==> config.mk <==
export PLATFORM = sky130hd
export DESIGN_NAME = fetch_decode_queue
export DESIGN_NICKNAME = d
export VERILOG_FILES = /design/src/rtl/fetch_decode_queue.sv
export SDC_FILE = /design/constraint.sdc
export NUM_CORES = 1
export LEC_CHECK = 0
export CAP_MARGIN = 10
export CORE_ASPECT_RATIO = 1.1
export CORE_MARGIN = 2
export CORE_UTILIZATION = 45
export DETAILED_ROUTE_END_ITERATION = 10
export GPL_TIMING_DRIVEN = 0
export PLACE_DENSITY = 0.84
export SYNTH_ARGS = -nofsm -noshare
export SYNTH_HDL_FRONTEND = slang
export SYNTH_SLANG_ARGS = --single-unit
==> constraint.sdc <==
create_clock -name CLK -period 12.9 [get_ports CLK]
set_clock_uncertainty 0.1 [all_clocks]
set_input_delay 3.225 -clock CLK [delete_from_list [all_inputs] [get_ports CLK]]
set_output_delay 3.225 -clock CLK [all_outputs]
set_load 0.05 [all_outputs]
==> src/rtl/fetch_decode_queue.sv <==
// Fetch-to-decode decoupling FIFO. It carries {instr, pc, pc+4} in program order.
// Its ready output back-pressures the fetch PC, and a redirect empties it.
module fetch_decode_queue #(
    parameter int DEPTH = 2,
    parameter int XLEN  = 32
) (
    input  logic                     CLK,
    input  logic                     RST_N,
    input  logic                     In_Valid,
    output logic                     In_Ready,
    input  logic [XLEN-1:0]          In_Instr,
    input  logic [XLEN-1:0]          In_PC,
    input  logic [XLEN-1:0]          In_PC_Plus_4,
    input  logic                     Flush,
    output logic                     Out_Valid,
    input  logic                     Out_Ready,
    output logic [XLEN-1:0]          Out_Instr,
    output logic [XLEN-1:0]          Out_PC,
    output logic [XLEN-1:0]          Out_PC_Plus_4,
    output logic [$clog2(DEPTH):0]   Count
);

    localparam int PW = $clog2(DEPTH);
    localparam int CW = PW + 1;
    localparam logic [XLEN-1:0] NOP = XLEN'(32'h0000_0013);

    typedef struct packed {
        logic [XLEN-1:0] instr;
        logic [XLEN-1:0] pc;
        logic [XLEN-1:0] pc_plus_4;
    } entry_t;

    entry_t          mem_q [DEPTH];
    entry_t          mem_d [DEPTH];
    logic [PW-1:0]   wr_ptr_q, wr_ptr_d;
    logic [PW-1:0]   rd_ptr_q, rd_ptr_d;
    logic [CW-1:0]   count_q, count_d;

    logic   full, empty, push, pop;
    entry_t head;

    // Ready depends only on registered occupancy, so decode's Out_Ready never
    // reaches the fetch PC enable combinationally.
    always_comb begin
        full      = (count_q == CW'(DEPTH));
        empty     = (count_q == '0);
        In_Ready  = ~full;
        Out_Valid = ~empty;
        push      = In_Valid & In_Ready & ~Flush;
        pop       = Out_Valid & Out_Ready & ~Flush;
    end

    always_comb begin
        wr_ptr_d = wr_ptr_q;
        rd_ptr_d = rd_ptr_q;
        count_d  = count_q;
        if (Flush) begin
            wr_ptr_d = '0;
            rd_ptr_d = '0;
            count_d  = '0;
        end else begin
            // Pointers are PW bits wide and DEPTH is a power of two, so they wrap for free.
            if (push) wr_ptr_d = wr_ptr_q + PW'(1);
            if (pop)  rd_ptr_d = rd_ptr_q + PW'(1);
            case ({push, pop})
                2'b10:   count_d = count_q + CW'(1);
                2'b01:   count_d = count_q - CW'(1);
                default: count_d = count_q;
            endcase
        end
    end

    always_comb begin
        for (int i = 0; i < DEPTH; i++) mem_d[i] = mem_q[i];
        if (push && RST_N) begin
            mem_d[wr_ptr_q].instr     = In_Instr;
            mem_d[wr_ptr_q].pc        = In_PC;
            mem_d[wr_ptr_q].pc_plus_4 = In_PC_Plus_4;
        end
    end

    always_comb begin
        head = mem_q[rd_ptr_q];
        if (empty) begin
            Out_Instr     = NOP;
            Out_PC        = '0;
            Out_PC_Plus_4 = '0;
        end else begin
            Out_Instr     = head.instr;
            Out_PC        = head.pc;
            Out_PC_Plus_4 = head.pc_plus_4;
        end
    end

    assign Count = count_q;

    always_ff @(posedge CLK) begin
        if (!RST_N) begin
            wr_ptr_q <= '0;
            rd_ptr_q <= '0;
            count_q  <= '0;
        end else begin
            wr_ptr_q <= wr_ptr_d;
            rd_ptr_q <= rd_ptr_d;
            count_q  <= count_d;
        end
    end

    // Payload storage carries no reset; a reset cycle never writes it.
    always_ff @(posedge CLK) begin
        for (int i = 0; i < DEPTH; i++) mem_q[i] <= mem_d[i];
    end

    always_ff @(posedge CLK) begin
        if (RST_N) begin
            assert (!(push && full))  else $error("queue push while full");
            assert (!(pop && empty))  else $error("queue pop while empty");
        end
    end

endmodule

# [After elaboration in Yosys (flattened, before gate mapping)]
# Memories as Yosys holds them, arrays and structs flattened. A register that Yosys moved wholly into a read port is not among the register bits.
# Cells that the tools add are included.
[totals] regBits=4 latch_bits=0 mem_bits_rw=192 rom_bits=0 in_bits=101 n_memories=1
[classes] add_sub_neg=4 multipliers=0 n_div=0 magnitude_cmp=2 n_eq_ne=3 shifts=0 n_mux=16 n_bitwise=9 reduce_logical=5
[mem_list] memory="mem_q" depth=2 word_bits=96 read_ports=3 rd_ports_with_merged_regs=1 wr=2 line="33" text="entry_t mem_q [DEPTH];"
[ops] operator="$bwmux 192" n=3
[ops] operator="$demux 96 s1" n=3
[ops] operator="$mux 192" n=1
[ops] operator="$mux 32" n=4
[ops] operator="$mux 96" n=1
[ops] operator="$mux 64" n=1
[ops] operator="$and 1x1->1" n=4
[ops] operator="$eq 2x2->1 const B" n=2
[ops] operator="$not 1->1" n=4
[ops] operator="$pmux 2 s2" n=1
[ops] operator="$add 1x1->1 const B" n=2
[ops] operator="$add 2x1->2 const B" n=1
[ops] operator="$eq 2x1->1 const B" n=1
[ops] operator="$ge 2x2->1 const B" n=1
[ops] operator="$logic_and 1x1->1" n=2
[ops] operator="$logic_not 2->1" n=1
[ops] operator="$lt 2x1->1 const B" n=1
[ops] operator="$mux 1" n=2
[ops] operator="$not 1->2" n=1
[ops] operator="$reduce_bool 2->1" n=1
[ops] operator="$reduce_or 2->1" n=1
[ops] operator="$sub 2x1->2 const B" n=1

# [Longest topological paths before layout]
[depth] depth_word=9 ltp_mapped=7 mapped_depth_nobuf=7

# [Worst setup path before layout]
# OpenSTA, ideal clock, no wires.
[synth_timing] path_kind="input port to flip-flop" startpoint="in Flush" endpoint="mem mem_q[0][0] (netlist name), enable pin" setup_time_ns=0.668 arrival_time_ns=9.952 t_required_ns=12.132 setup_slack_ns=2.180 path_stages=2 n_path_buf=0 path_cell_list="nand2b_1 > nor3_1"
[synth_rtl] item="start: declaration" line="14" text="input logic Flush,"
[synth_rtl] item="end: declaration" line="33"

# [Worst setup path in the final report]
[layout_timing] startpoint="reg count_q[1] (netlist: Count[1])" endpoint="out Out_Instr[9]"
[layout_between] elab_chain_len=2
[layout_rtl] item="start: declaration" line="37" text="logic [CW-1:0] count_q, count_d;"
[layout_rtl] item="start signal: assignment" line="105" text="count_q <= count_d;"
[layout_rtl] item="$logic_not 2->1" line="46" text="empty = (count_q == '0);"
[layout_rtl] item="$mux 32" line="84" text="if (empty) begin"
[layout_rtl] item="end: declaration" line="17" text="output logic [XLEN-1:0] Out_Instr,"
# Every way passes these cells.

==> results.ini <==
[clock_network]
cts_inserted_buffers=17
h-tree-depth=4
cts_hold_buffers=0
clk_latency_ns=0.42
cts_resized=0
cts_setup_buffers=0
cts_buffer_depth=2
tritoncts=built
cts_root_buf=clkbuf_16
cts.reportedPaths.clkPinSlew_ns=0.07
clock-sinks=197

[cells_and_area]
n_antenna_cell=0
drive_gt1_share_pct=9.031
fin_nets=842
area_growth_pct=39.04
post-route-util_pct=64.15

[sta]
finalCritPeriodShare_pct=45.71
rsz0062_at_grt=no
tightest_slew_ns=0.8270
slew_viol_final=0
max_freq_mhz=169.6
holdWs_ns=0.4093
period_needed_ns=5.896
worst_slew_margin_rel_pct=44.57
setup_viol=0
hold_viol=0

[die]
die_w_um=130.2
initial_core_util_pct=46.14
die_h_um=142.8
ios=201
die_area_mm2=0.01859
rows=50
design.core.area_mm2=0.01708

[routing]
wire_per_inst_um=17.39
dr.pass1.iters=4
drtAntennaViolNets=0
drc=0
num_vias=4792
wl_um=17160
drt-vias-per-instance=4.855
drtIter0Drc=254

[logic_synthesis]
post_synth_num_cell_types=23
synth-seq-cells=197
synth_top_area_cell=edfxtp_1
synth_nets=607
seq_area_frac_synth_pct=74.44
synthCells=505
yosys.area.top_type_share_pct=73.17
ys_warn_count=0
synth.area.top_cells=edfxtp_1 73%, mux2i_1 12%, nor2_1 4.7%
syn_avg_cell_area_um2=15.60
syn_area_mm2=0.007880

[pwr]
ir_drop_mv=0.08141
power_density_mw_per_mm2=124.4
p_leak_nw=3.597

[run_status]
status=finished clean

[worst_setup_path]
path_delay_family=buffers and inverters
crit_path_max_incr_delay_ns=0.73
cp-start-kind=flop
path_buf_inv=3
cp.arrival_ns=2.57
worstSetupPathType=flop to output pin
crit_fanout=10
worstSetupEndpointType=output pin
crit_chain=nor2_1 -> buf_2 -> buf_2 -> nor2_1 -> clkdlybuf4s50_1
cp_data_required_time_ns=9.57
critPathSlowestCell=clkdlybuf4s50_1

[global_routing]
grt_pass1_wl_um=26250
grt_use_total_pct=18.77
grt_max_degree=18
grt_remaining_overflow=0
grt_pass1_vias=5149
antenna_found_initial=0

[place]
post-dp-hpwl_um=12560
gp_congestion=0.7471
portBuffers=200

[worst_hold_path]
hp-class=flop to flop

[job]
maxCapViolations=0

[flip-flops by register name, summed over array words and instances, names as in the netlist, named ones only]
name / flops
Count: 2
mem_q: 192
rd_ptr_q: 1
wr_ptr_q: 1
[metrics by stage]
step	area [um^2]	total power, W	TNS, ns	std cells	setup WS (ns)
after detailed placement	10380	0.0008587	0	955	7.219
after global routing	10960	0.001405	0	987	6.891
after floorplan	7880	0.0007956	0	505	2.180
after global placement	10170	0.0008551	-251.91	939	-1.322
final	10960	0.001363	0	987	7.004
after CTS	10960	0.001374	0	987	6.952
[power by group]
part / total (W) / switching (W) / internal, W
Sequential: 0.000717 / 0.00000294 / 0.000714
Combinational: 0.000127 / 0.0000702 / 0.0000569
Clock: 0.000519 / 0.000231 / 0.000288
[worst min-delay path, stage by stage (launching register included)]
cell     delay, ns
dfxtp_1       0.32
xor2_1        0.08
nor2_1        0.07
[final timing paths]
check | start | endpoint | slack [ns] | depth (start not counted)
worst max-delay path | Count[1] | Out_Instr[9] | 7.00 | 5
worst min register to register | rd_ptr_q | flop | 0.41 | 2
worst min-delay path | rd_ptr_q | flop | 0.41 | 2
worst max register to register | Count[0] | mem_q[0][79] | 10.35 | 6
[layout make-up]
| class | count | area [um^2] |
|---|---|---|
| Buffer | 28 | 156.4 |
| Clock buffer | 18 | 429.2 |
| Clock inverter | 14 | 151.4 |
| Fill cell | 1226 | 6122 |
| Inverter | 2 | 7.507 |
| Multi-Input combinational cell | 278 | 1861 |
| Sequential cell | 197 | 5866 |
| Tap cell | 234 | 292.8 |
| Timing Repair Buffer | 216 | 2193 |
[metal layers]
metal,wire (um),global-route usage [%],share of wire (%),vias to the layer above
met1,6819,21.96,40,2323
met4,389,6.735,2.3,0
met2,8920,32.87,52,155
li1,-,-,-,2287
met3,1031,5.320,6.0,27
met5,0,0,0,-
[synth_stat cells, drive strengths merged]
cell type and number:
o21ai 2, clkbuf 9, or3 1, a21o 1, xor2 2, ha 1
nor3 2, nor2b 32, edfxtp 192, mux2i 96, nor2 98, inv 2
nand2b 2, nand2 4, a21oi 2, dfxtp 5, xnor2 1, and2 32
nand3 1, or2 1, buf 19
[cell families after synthesis]
group / count (synthesis) / share of synthesized area, %
flip-flops: 197 / 74.44
XOR/XNOR: 3 / 0.3335
AO/OA/AOI/OAI: 5 / 0.3494
multiplexers: 96 / 12.19
adder cells (fa/ha/maj): 1 / 0.1588
buffers and inverters: 30 / 2.080
AND/OR/NAND/NOR: 173 / 10.45
[cell usage in the layout (no fill, tap or decap), drive strengths merged]
cell type	Yosys	routed
o21ai	2	2
a21oi	2	2
or2	1	1
clkdlybuf4s50	0	200
clkbuf	9	27
xnor2	1	1
nor2b	32	32
clkinv	0	3
edfxtp	192	192
nor3	2	2
nand3	1	1
inv	2	6
buf	19	35
ha	1	1
clkinvlp	0	5
xor2	2	2
or3	1	1
and2	32	32
nor2	98	98
bufinv	0	2
nand2	4	4
dfxtp	5	5
a21o	1	1
nand2b	2	2
mux2i	96	96
No activity file was read; power rests on OpenSTA's default activity.
